### src/rtl/anita3_phi_trigger_receiver.sv
// Phi-sector trigger receiver: edge detect, per-sector coincidence windows,
// adjacent-sector (L2) coincidence with wrap-around, and a holdoff trigger FSM.
module anita3_phi_trigger_receiver #(
  parameter int NUM_PHI      = 16,
  parameter int STRETCH_BITS = 4,
  parameter int HOLDOFF_BITS = 8
) (
  input  logic                    clk250_i,
  input  logic                    rst_i,
  input  logic [NUM_PHI-1:0]      V_pol_phi_i,
  input  logic [NUM_PHI-1:0]      H_pol_phi_i,
  input  logic [STRETCH_BITS-1:0] stretch_i,
  input  logic [HOLDOFF_BITS-1:0] holdoff_i,
  input  logic [1:0]              pol_mode_i,
  output logic                    trig_o,
  output logic [NUM_PHI-1:0]      trig_phi_o,
  output logic [1:0]              trig_pol_o,
  output logic                    busy_o,
  output logic [15:0]             trig_count_o
);

  localparam logic [STRETCH_BITS-1:0] CNT_ZERO  = {STRETCH_BITS{1'b0}};
  localparam logic [STRETCH_BITS-1:0] CNT_ONE   = {{(STRETCH_BITS-1){1'b0}}, 1'b1};
  localparam logic [HOLDOFF_BITS-1:0] HOLD_ZERO = {HOLDOFF_BITS{1'b0}};
  localparam logic [HOLDOFF_BITS-1:0] HOLD_ONE  = {{(HOLDOFF_BITS-1){1'b0}}, 1'b1};
  localparam logic [NUM_PHI-1:0]      PHI_ZERO  = {NUM_PHI{1'b0}};

  typedef enum logic [1:0] {
    IDLE    = 2'b00,
    TRIGGER = 2'b01,
    HOLDOFF = 2'b10
  } state_t;

  logic [NUM_PHI-1:0]      in_v_r, in_h_r, prev_v_r, prev_h_r;
  logic [NUM_PHI-1:0]      edge_v_r, edge_h_r;
  logic [STRETCH_BITS-1:0] cnt_v_r [NUM_PHI];
  logic [STRETCH_BITS-1:0] cnt_h_r [NUM_PHI];
  logic [NUM_PHI-1:0]      win_v, win_h;
  logic [NUM_PHI-1:0]      pair_v_r, pair_h_r;
  logic                    v_en, h_en, v_fire, h_fire, sel;
  state_t                  state_r, next_state;
  logic [HOLDOFF_BITS-1:0] hcnt_r;
  logic [NUM_PHI-1:0]      trig_phi_r;
  logic [1:0]              trig_pol_r;
  logic [15:0]             trig_count_r;
  logic                    trig, busy;

  // Pin capture, previous-sample register and rising-edge detection
  always_ff @(posedge clk250_i or posedge rst_i) begin
    if (rst_i) begin
      in_v_r   <= PHI_ZERO;
      in_h_r   <= PHI_ZERO;
      prev_v_r <= PHI_ZERO;
      prev_h_r <= PHI_ZERO;
      edge_v_r <= PHI_ZERO;
      edge_h_r <= PHI_ZERO;
    end else begin
      in_v_r   <= V_pol_phi_i;
      in_h_r   <= H_pol_phi_i;
      prev_v_r <= in_v_r;
      prev_h_r <= in_h_r;
      edge_v_r <= in_v_r & ~prev_v_r;
      edge_h_r <= in_h_r & ~prev_h_r;
    end
  end

  // Per-sector window counters; a fresh edge reloads, otherwise count down to zero
  always_ff @(posedge clk250_i or posedge rst_i) begin
    if (rst_i) begin
      for (int j = 0; j < NUM_PHI; j++) begin
        cnt_v_r[j] <= CNT_ZERO;
        cnt_h_r[j] <= CNT_ZERO;
      end
    end else begin
      for (int j = 0; j < NUM_PHI; j++) begin
        if (edge_v_r[j])
          cnt_v_r[j] <= stretch_i;
        else if (cnt_v_r[j] != CNT_ZERO)
          cnt_v_r[j] <= cnt_v_r[j] - CNT_ONE;
        if (edge_h_r[j])
          cnt_h_r[j] <= stretch_i;
        else if (cnt_h_r[j] != CNT_ZERO)
          cnt_h_r[j] <= cnt_h_r[j] - CNT_ONE;
      end
    end
  end

  // Window is open on the edge cycle itself plus stretch_i further cycles
  always_comb begin
    win_v = PHI_ZERO;
    win_h = PHI_ZERO;
    for (int j = 0; j < NUM_PHI; j++) begin
      win_v[j] = edge_v_r[j] | (cnt_v_r[j] != CNT_ZERO);
      win_h[j] = edge_h_r[j] | (cnt_h_r[j] != CNT_ZERO);
    end
  end

  // Adjacent-pair coincidence; bit NUM_PHI-1 pairs with bit 0
  always_ff @(posedge clk250_i or posedge rst_i) begin
    if (rst_i) begin
      pair_v_r <= PHI_ZERO;
      pair_h_r <= PHI_ZERO;
    end else begin
      pair_v_r <= win_v & {win_v[0], win_v[NUM_PHI-1:1]};
      pair_h_r <= win_h & {win_h[0], win_h[NUM_PHI-1:1]};
    end
  end

  // Polarization enables and trigger selection
  always_comb begin
    v_en   = (pol_mode_i == 2'b00) || (pol_mode_i == 2'b10);
    h_en   = (pol_mode_i == 2'b01) || (pol_mode_i == 2'b10);
    v_fire = v_en & (|pair_v_r);
    h_fire = h_en & (|pair_h_r);
    sel    = v_fire | h_fire;
  end

  // Trigger FSM state register
  always_ff @(posedge clk250_i or posedge rst_i) begin
    if (rst_i)
      state_r <= IDLE;
    else
      state_r <= next_state;
  end

  // Trigger FSM next-state logic
  always_comb begin
    next_state = state_r;
    case (state_r)
      IDLE: begin
        if (sel)
          next_state = TRIGGER;
        else
          next_state = IDLE;
      end
      TRIGGER: begin
        if (hcnt_r != HOLD_ZERO)
          next_state = HOLDOFF;
        else
          next_state = IDLE;
      end
      HOLDOFF: begin
        if (hcnt_r <= HOLD_ONE)
          next_state = IDLE;
        else
          next_state = HOLDOFF;
      end
      default: next_state = IDLE;
    endcase
  end

  // Trigger FSM outputs decoded from the registered state
  always_comb begin
    trig = 1'b0;
    busy = 1'b0;
    case (state_r)
      IDLE:    begin trig = 1'b0; busy = 1'b0; end
      TRIGGER: begin trig = 1'b1; busy = 1'b1; end
      HOLDOFF: begin trig = 1'b0; busy = 1'b1; end
      default: begin trig = 1'b0; busy = 1'b0; end
    endcase
  end

  // Holdoff counter, latched trigger pattern and saturating trigger count
  always_ff @(posedge clk250_i or posedge rst_i) begin
    if (rst_i) begin
      hcnt_r       <= HOLD_ZERO;
      trig_phi_r   <= PHI_ZERO;
      trig_pol_r   <= 2'b00;
      trig_count_r <= 16'h0000;
    end else begin
      if (state_r == IDLE && sel) begin
        hcnt_r     <= holdoff_i;
        trig_phi_r <= (v_en ? pair_v_r : PHI_ZERO) | (h_en ? pair_h_r : PHI_ZERO);
        trig_pol_r <= {h_fire, v_fire};
      end else if (state_r == HOLDOFF && hcnt_r != HOLD_ZERO) begin
        hcnt_r <= hcnt_r - HOLD_ONE;
      end
      if (state_r == TRIGGER && trig_count_r != 16'hFFFF)
        trig_count_r <= trig_count_r + 16'd1;
    end
  end

  assign trig_o       = trig;
  assign busy_o       = busy;
  assign trig_phi_o   = trig_phi_r;
  assign trig_pol_o   = trig_pol_r;
  assign trig_count_o = trig_count_r;

endmodule

### config.mk
export PLATFORM = sky130hd
export DESIGN_NAME = anita3_phi_trigger_receiver
export DESIGN_NICKNAME = d
export VERILOG_FILES = /design/src/rtl/anita3_phi_trigger_receiver.sv
export SDC_FILE = /design/constraint.sdc
export NUM_CORES = 1
export LEC_CHECK = 0
export ABC_AREA = 1
export CAP_MARGIN = 20
export CORE_ASPECT_RATIO = 0.75
export CORE_UTILIZATION = 60
export DETAILED_ROUTE_END_ITERATION = 8
export GPL_TIMING_DRIVEN = 0
export MAX_ROUTING_LAYER = met4
export PLACE_DENSITY_LB_ADDON = 0.2
export RECOVER_POWER = 25
export SYNTH_ARGS = -nofsm -noshare
export SYNTH_HDL_FRONTEND = slang
export SYNTH_SLANG_ARGS = --single-unit
### constraint.sdc
create_clock -name clk250_i -period 14.4 [get_ports clk250_i]
set_input_delay 2.88 -clock clk250_i [delete_from_list [all_inputs] [get_ports clk250_i]]
set_output_delay 2.88 -clock clk250_i [all_outputs]
set_load 0.005 [all_outputs]
==> results of run 1 <==
==> worst register-to-register path: cells and delay by family, from the launching register on <==
family,cells,cell delay [ns]
compound gates,1,0.27
fa+ha+maj,1,0.23
buf+inv,2,0.75
flops,1,0.42
simple gates,4,0.79
==> cell type report <==
type | count | area (um^2)
plain buffers | 19 | 85.1
clock buffers | 46 | 880
clock inverters | 6 | 109
fillers | 1634 | 6350
inverters | 253 | 953
multi-input cells | 873 | 5030
flip-flops and latches | 300 | 7510
well taps | 294 | 368
repair buffers | 85 | 886
==> worst paths after layout <==
kind	from	to	slack, ns	depth (start not counted)
setup / recovery	rst_i	in_h_r[3]	8.46	4
hold / removal	in_h_r[10]	prev_h_r[10]	0.37	0
setup reg to reg	trig_count_o[1]	trig_count_o[10]	11.85	8
hold reg to reg	in_h_r[10]	prev_h_r[10]	0.37	0
max in group clk250_i	pol_mode_i[0]	trig_phi_o[1]	9.44	13
min in group asynchronous	rst_i	in_h_r[8]	3.93	2
==> stage by stage <==
stage               setup WS, ns  total power [mW]  hold slack (ns)  util [%]  area (um^2)
floorplan                   3.23              2.02            0.354         -        13600
global placement          -0.266              2.27            0.357      66.8        14800
detailed placement          8.96              2.33            0.361      67.1        14900
CTS                         9.49              3.13            0.371      71.6        15900
global route                7.81              3.34            0.379      71.3        15800
finish                      8.46              3.10            0.367      71.3        15800
==> sequential cells by signal, summed over array words and instances, names as in the netlist <==
signal / cells
cnt_h_r: 64
cnt_v_r: 64
edge_h_r: 16
edge_v_r: 16
in_h_r: 16
in_v_r: 16
pair_h_r: 16
pair_v_r: 16
prev_h_r: 16
prev_v_r: 16
trig_count_o: 16
trig_phi_o: 16
hcnt_r: 8
state_r: 2
trig_pol_o: 2
==> cells in the final DEF, fill, tap and decap left out, types with 2 or more instances in the layout <==
cell type	Yosys	final
xnor2_1	36	36
clkbuf_1	13	22
nor2_1	114	115
dlygate4sd3_1	0	35
clkdlybuf4s50_1	0	48
bufinv_16	0	3
clkbuf_16	0	29
inv_2	2	2
buf_2	2	2
o21ai_2	4	2
clkbuf_8	0	9
ha_1	74	74
dfrtp_1	300	300
nand3_2	3	2
clkinvlp_2	0	2
nand4_1	38	38
o211ai_1	32	32
nor3_1	29	29
xor2_1	39	39
clkinv_2	1	3
buf_4	3	3
a21oi_1	68	68
buf_16	0	2
nand2_1	205	206
a22oi_1	16	16
nand2_2	4	4
o21ai_0	184	186
inv_1	248	247
nand3_1	18	19
==> report_power, final <==
group	total [mW]	switching [mW]	internal, mW
sequential	1.30	0.184	1.12
combinational	1.02	0.572	0.451
clock	0.780	0.311	0.469
==> cells in the mapped netlist, drive strengths merged <==
cell type / instances
xnor2: 36
ha: 74
or2: 1
clkinv: 2
nand3: 21
o211ai: 32
nand3b: 1
nand2: 210
dfrtp: 300
nand4: 39
buf: 6
o21a: 1
nor2: 116
xor2: 39
clkbuf: 13
inv: 251
nor4: 1
o21ai: 188
a22oi: 16
a21oi: 68
nor3: 30
==> cells by family (layout without fill, tap and decap cells) <==
logic type | count (synthesis) | in the layout
adder cells (fa/ha/maj) | 74 | 74
buffers and inverters | 272 | 409
AND/OR/NAND/NOR | 419 | 419
XOR/XNOR | 75 | 75
flip-flops | 300 | 300
AO/OA/AOI/OAI | 305 | 305
==> metal layers <==
layer | vias to the layer above | track usage, % | part of all wire, %
met2 | 230 | 39.1 | 46
li1 | 4893 | - | -
met1 | 4826 | 36.1 | 47
met4 | 0 | 6.23 | 2.0
met5 | - | - | 0
met3 | 44 | 3.33 | 4.9
==> results.yml, run 1 <==
floorplanning:
  dieArea_mm2: 0.0233
  die_w_um: 176
  rows: 47
  start_util_pct: 61.4
  coreArea_mm2: 0.0222
  io_pins: 84
  die_h_um: 132
setup_path:
  cp.buffers_inverters: 4
  crit_type: "input port to async pin"
  required_ns: 15.04
  worstPathCellList: "dlygate4sd3_1, clkinvlp_2, buf_16, buf_16"
  critPathSlowestCell: "clkinvlp_2"
  cpMostUsedCell: "buf_16"
  cp-end-kind: "async pin"
  path_delay_family: "buffers and inverters"
  critPathArrivalTime_ns: 6.58
  worst-path-max-fanout: 111
  critical_path.startpoint_type: "input port"
  max_stage_delay_ns: 2.13
logic_synthesis:
  syn_nets: 1567
  syn_inst: 1445
  syn_avg_cell_area_um2: 9.42
  ys_top_cells_by_area: "dfrtp_1, inv_1, ha_1"
  yosys_warnings: 0
  synth_top_family_by_area: "simple AND/OR/NAND/NOR gates"
  ys_types: 33
  ys_ff_latch: 300
  synth_compound_area_share_pct: 12.2
  synthMuxAreaShare_pct: 0
  synth_top_area_share_pct: 55.1
  yosysTopAreaCell: "dfrtp_1"
  synthXorXnorAreaFrac_pct: 4.82
  yosys.area_share.adder_pct: 6.80
  synthSimpleGateAreaFrac_pct: 13.3
  syn-cell-area_mm2: 0.0136
  ys_seq_area_share_pct: 55.1
placement:
  routabilityCongestion: 0.904
  dpl.hpwl_mm: 18.8
  dpl.cell_count: 1824
  io_buffer_count: 83
timing:
  finalClockSkew_ns: 0.0133
  worst_slew_pin_slew_ns: 3.83
  fin_tns_setup_ns: 0
  rsz0062_at_grt: "no"
  slew-limit-headroom_pct: -157
  period_share_pct: 41.3
  hold_violations: 0
  finalSetupViolations: 0
  fin_crit_ns: 5.94
  fmax_ghz: 0.168
  slew_violations: 89
layout:
  post_route_cells_drive_above_1_share_pct: 4.30
  num_antenna_cells: 0
  final_nets: 1682
  finalNonFillerCells: 1876
  area_growth_pct: 16.2
clock_tree:
  clk_latency_ns: 0.54
  clockBufferDepth: 3
  cts_made_buffers: 28
  cts_tree: "yes"
  root_buffer: "clkbuf_16"
  cts_resized: 0
  hold_buffers: 0
  postCtsSetupRepairBufs: 0
  cts.sink_count: 300
  clkTransAtPathRegs_ns: 0.06
  htree_levels: 1
power_and_ir_drop:
  irDropWorstVdd_mv: 0.107
  power_leakage_nw: 7.77
  p_per_area_mw_per_mm2: 196
run_status:
  violations: "max-capacitance violations, max-slew violations"
  status: "complete, but fails checks"
global_route:
  grt_max_degree: 112
  grt.total_usage_pct: 25.4
  grt_pass1_vias: 9789
  overflow: 0
  grt_pass1_wl_mm: 46.6
  antenna_found_initial: 0
hold_path:
  hold_path_class: "register to register"
routing:
  dr.pass1.iters: 6
  via_count: 9993
  drc: 0
  wirelength_mm: 27.3
  drtIter0Drc: 850
  detail-route-antenna-nets: 0
  via_per_inst: 5.33
  wl_per_cell_um: 14.6
job:
  drv_cap: 1
Power figures use the tool's default switching activity.
==> run 2: changes to the inputs <==
==> constraint.sdc (replaced) <==
create_clock -name clk250_i -period 5.8 [get_ports clk250_i]
set_input_delay 1.16 -clock clk250_i [delete_from_list [all_inputs] [get_ports clk250_i]]
set_output_delay 1.16 -clock clk250_i [all_outputs]
set_load 0.005 [all_outputs]
==> run 2 against run 1 <==
The flow still finishes with violations (max-capacitance violations, max-slew violations); clock power rose to 2.6 times the previous value; routed wire length rose by 2.8%; total power rose to 2.5 times the previous value; die area did not move; critical path depth rose by 1; worst hold slack improved by 0.0046 ns; global-route usage rose by 0.84 points; flip-flop and latch count did not move; clock skew fell by 0.0054 ns; final cell count rose by 0.43%; first-iteration DRC count fell by 13%; critical endpoint is now in_v_r[13].
==> results.yml, run 2 (synthesis gave the netlist of run 1 again) <==
run_status:
  status: "complete, but fails checks"
  violations: "max-capacitance violations, max-slew violations"
placement:
  dpl_cell_area_mm2: 0.0150
  routabilityCongestion: 0.889
  dpl.hpwl_mm: 19.5
  dpl_worst_slack_ns: 2.10
  io_buffer_count: 83
clock_tree:
  clockBufferDepth: 3
  cts_resized: 0
  cts.sink_count: 300
  hold_buffers: 0
  cts_made_buffers: 29
  postCtsSetupRepairBufs: 0
  cts_tree: "yes"
  root_buffer: "clkbuf_16"
  htree_levels: 1
  clkTransAtPathRegs_ns: 0.06
  clk_latency_ns: 0.55
routing:
  detail-route-antenna-nets: 0
  wl_per_cell_um: 14.9
  wirelength_mm: 28.1
  drc: 0
  via_per_inst: 5.37
  via_count: 10111
  dr.pass1.iters: 5
  drtIter0Drc: 738
setup_path:
  critPathArrivalTime_ns: 4.16
  critical_path.startpoint_type: "input port"
  crit_type: "input port to async pin"
  cp-end-kind: "async pin"
  required_ns: 6.56
  worst-path-max-fanout: 40
floorplanning:
  start_util_pct: 61.4
  io_pins: 84
  dieArea_mm2: 0.0233
  die_h_um: 132
  rows: 47
  die_w_um: 176
  coreArea_mm2: 0.0222
layout:
  final_common_cell: "dfrtp_1"
  area_growth_pct: 17.7
  largestRegisters: "cnt_h_r x64, cnt_v_r x64"
  final_cell_area_mm2: 0.0160
  fin_util_pct: 72.3
  num_antenna_cells: 0
  post_route_cells_drive_above_1_share_pct: 5.47
  final_cell_mix: "dfrtp_1, inv_1, nand2_1"
  final_nets: 1689
global_route:
  grt_max_degree: 43
  overflow: 0
  antenna_found_initial: 0
  grt_pass1_vias: 9947
  grt_pass1_wl_mm: 48.1
  grt.total_usage_pct: 26.2
timing:
  fmax_ghz: 0.294
  fin_crit_ns: 3.40
  rsz0062_at_grt: "no"
  period_share_pct: 58.6
  timing.final.ws_setup_ns: 2.40
  finalSetupViolations: 0
  fin_tns_setup_ns: 0
  slew_violations: 38
  hold_violations: 0
  slew-limit-headroom_pct: -33.4
  finalClockSkew_ns: 0.00791
  worst_slew_pin_slew_ns: 2.00
power_and_ir_drop:
  irDropWorstVdd_mv: 0.276
  p_per_area_mw_per_mm2: 491
  finalPower_mw: 7.87
  power_leakage_nw: 7.87
hold_path:
  hold_path_class: "register to register"
job:
  drv_cap: 1
==> run 2: cell count changes in the layout (fill, tap and decap cells not counted), moves of 2 or more <==
cell	previous run	this run
buf_12	0	7
buf_16	2	0
clkbuf_1	22	16
clkbuf_8	9	12
clkdlybuf4s50_1	48	50
clkinv_2	3	5
clkinvlp_4	0	2
dlygate4sd3_1	35	33
inv_6	0	2
o21ai_0	186	184
o21ai_2	2	4
==> run 2: final timing paths <==
path                          startpoint             end  slack (ns)  cells after the start
max                                rst_i      in_v_r[13]        2.40                      5
min                           in_h_r[12]    prev_h_r[12]        0.37                      0
max reg2reg                   state_r[1]  trig_phi_o[14]        4.05                      8
min reg2reg                   in_h_r[12]    prev_h_r[12]        0.37                      0
max in group clk250_i      pol_mode_i[0]  trig_phi_o[14]        2.58                     12
min in group asynchronous          rst_i    edge_h_r[15]        1.10                      2
==> run 2: routing by layer <==
| metal | routed length (um) | GRT usage (%) | up-vias |
|---|---|---|---|
| met5 | 0 | - | - |
| met4 | 587 | 5.99 | 0 |
| met3 | 1340 | 3.62 | 46 |
| met2 | 13000 | 40.8 | 237 |
| met1 | 13200 | 36.9 | 4928 |
| li1 | - | - | 4900 |
==> run 2: worst max-delay path, stage by stage <==
cell	delay [ns]
dlygate4sd3_1	0.54
clkinvlp_2	0.38
clkbuf_1	1.48
buf_12	0.33
buf_12	0.22
==> run 2: final cells by class <==
class / instances / area (um^2)
clock buffer: 43 / 898
timing repair buffer: 91 / 975
buffer: 19 / 96.3
multi-input combinational: 873 / 5050
inverter: 253 / 957
tap: 294 / 368
clock inverter: 11 / 164
sequential: 300 / 7510
fill: 1616 / 6150
==> run 2: where the power goes <==
part | total [mW] | internal, mW | leakage (nW) | switching (mW)
Combinational | 2.59 | 1.14 | 3.86 | 1.45
Clock | 2.05 | 1.25 | 0.523 | 0.800
Sequential | 3.24 | 2.78 | 3.48 | 0.460
Total | 7.87 | 5.16 | 7.87 | 2.71
==> run 2: stage by stage <==
step,hold slack (ns),cells
2_1_floorplan,0.354,1445
3_3_place_gp,0.357,1822
3_5_place_dp,0.361,1830
4_1_cts,0.375,1884
5_1_grt,0.383,1884
6_report,0.372,1884
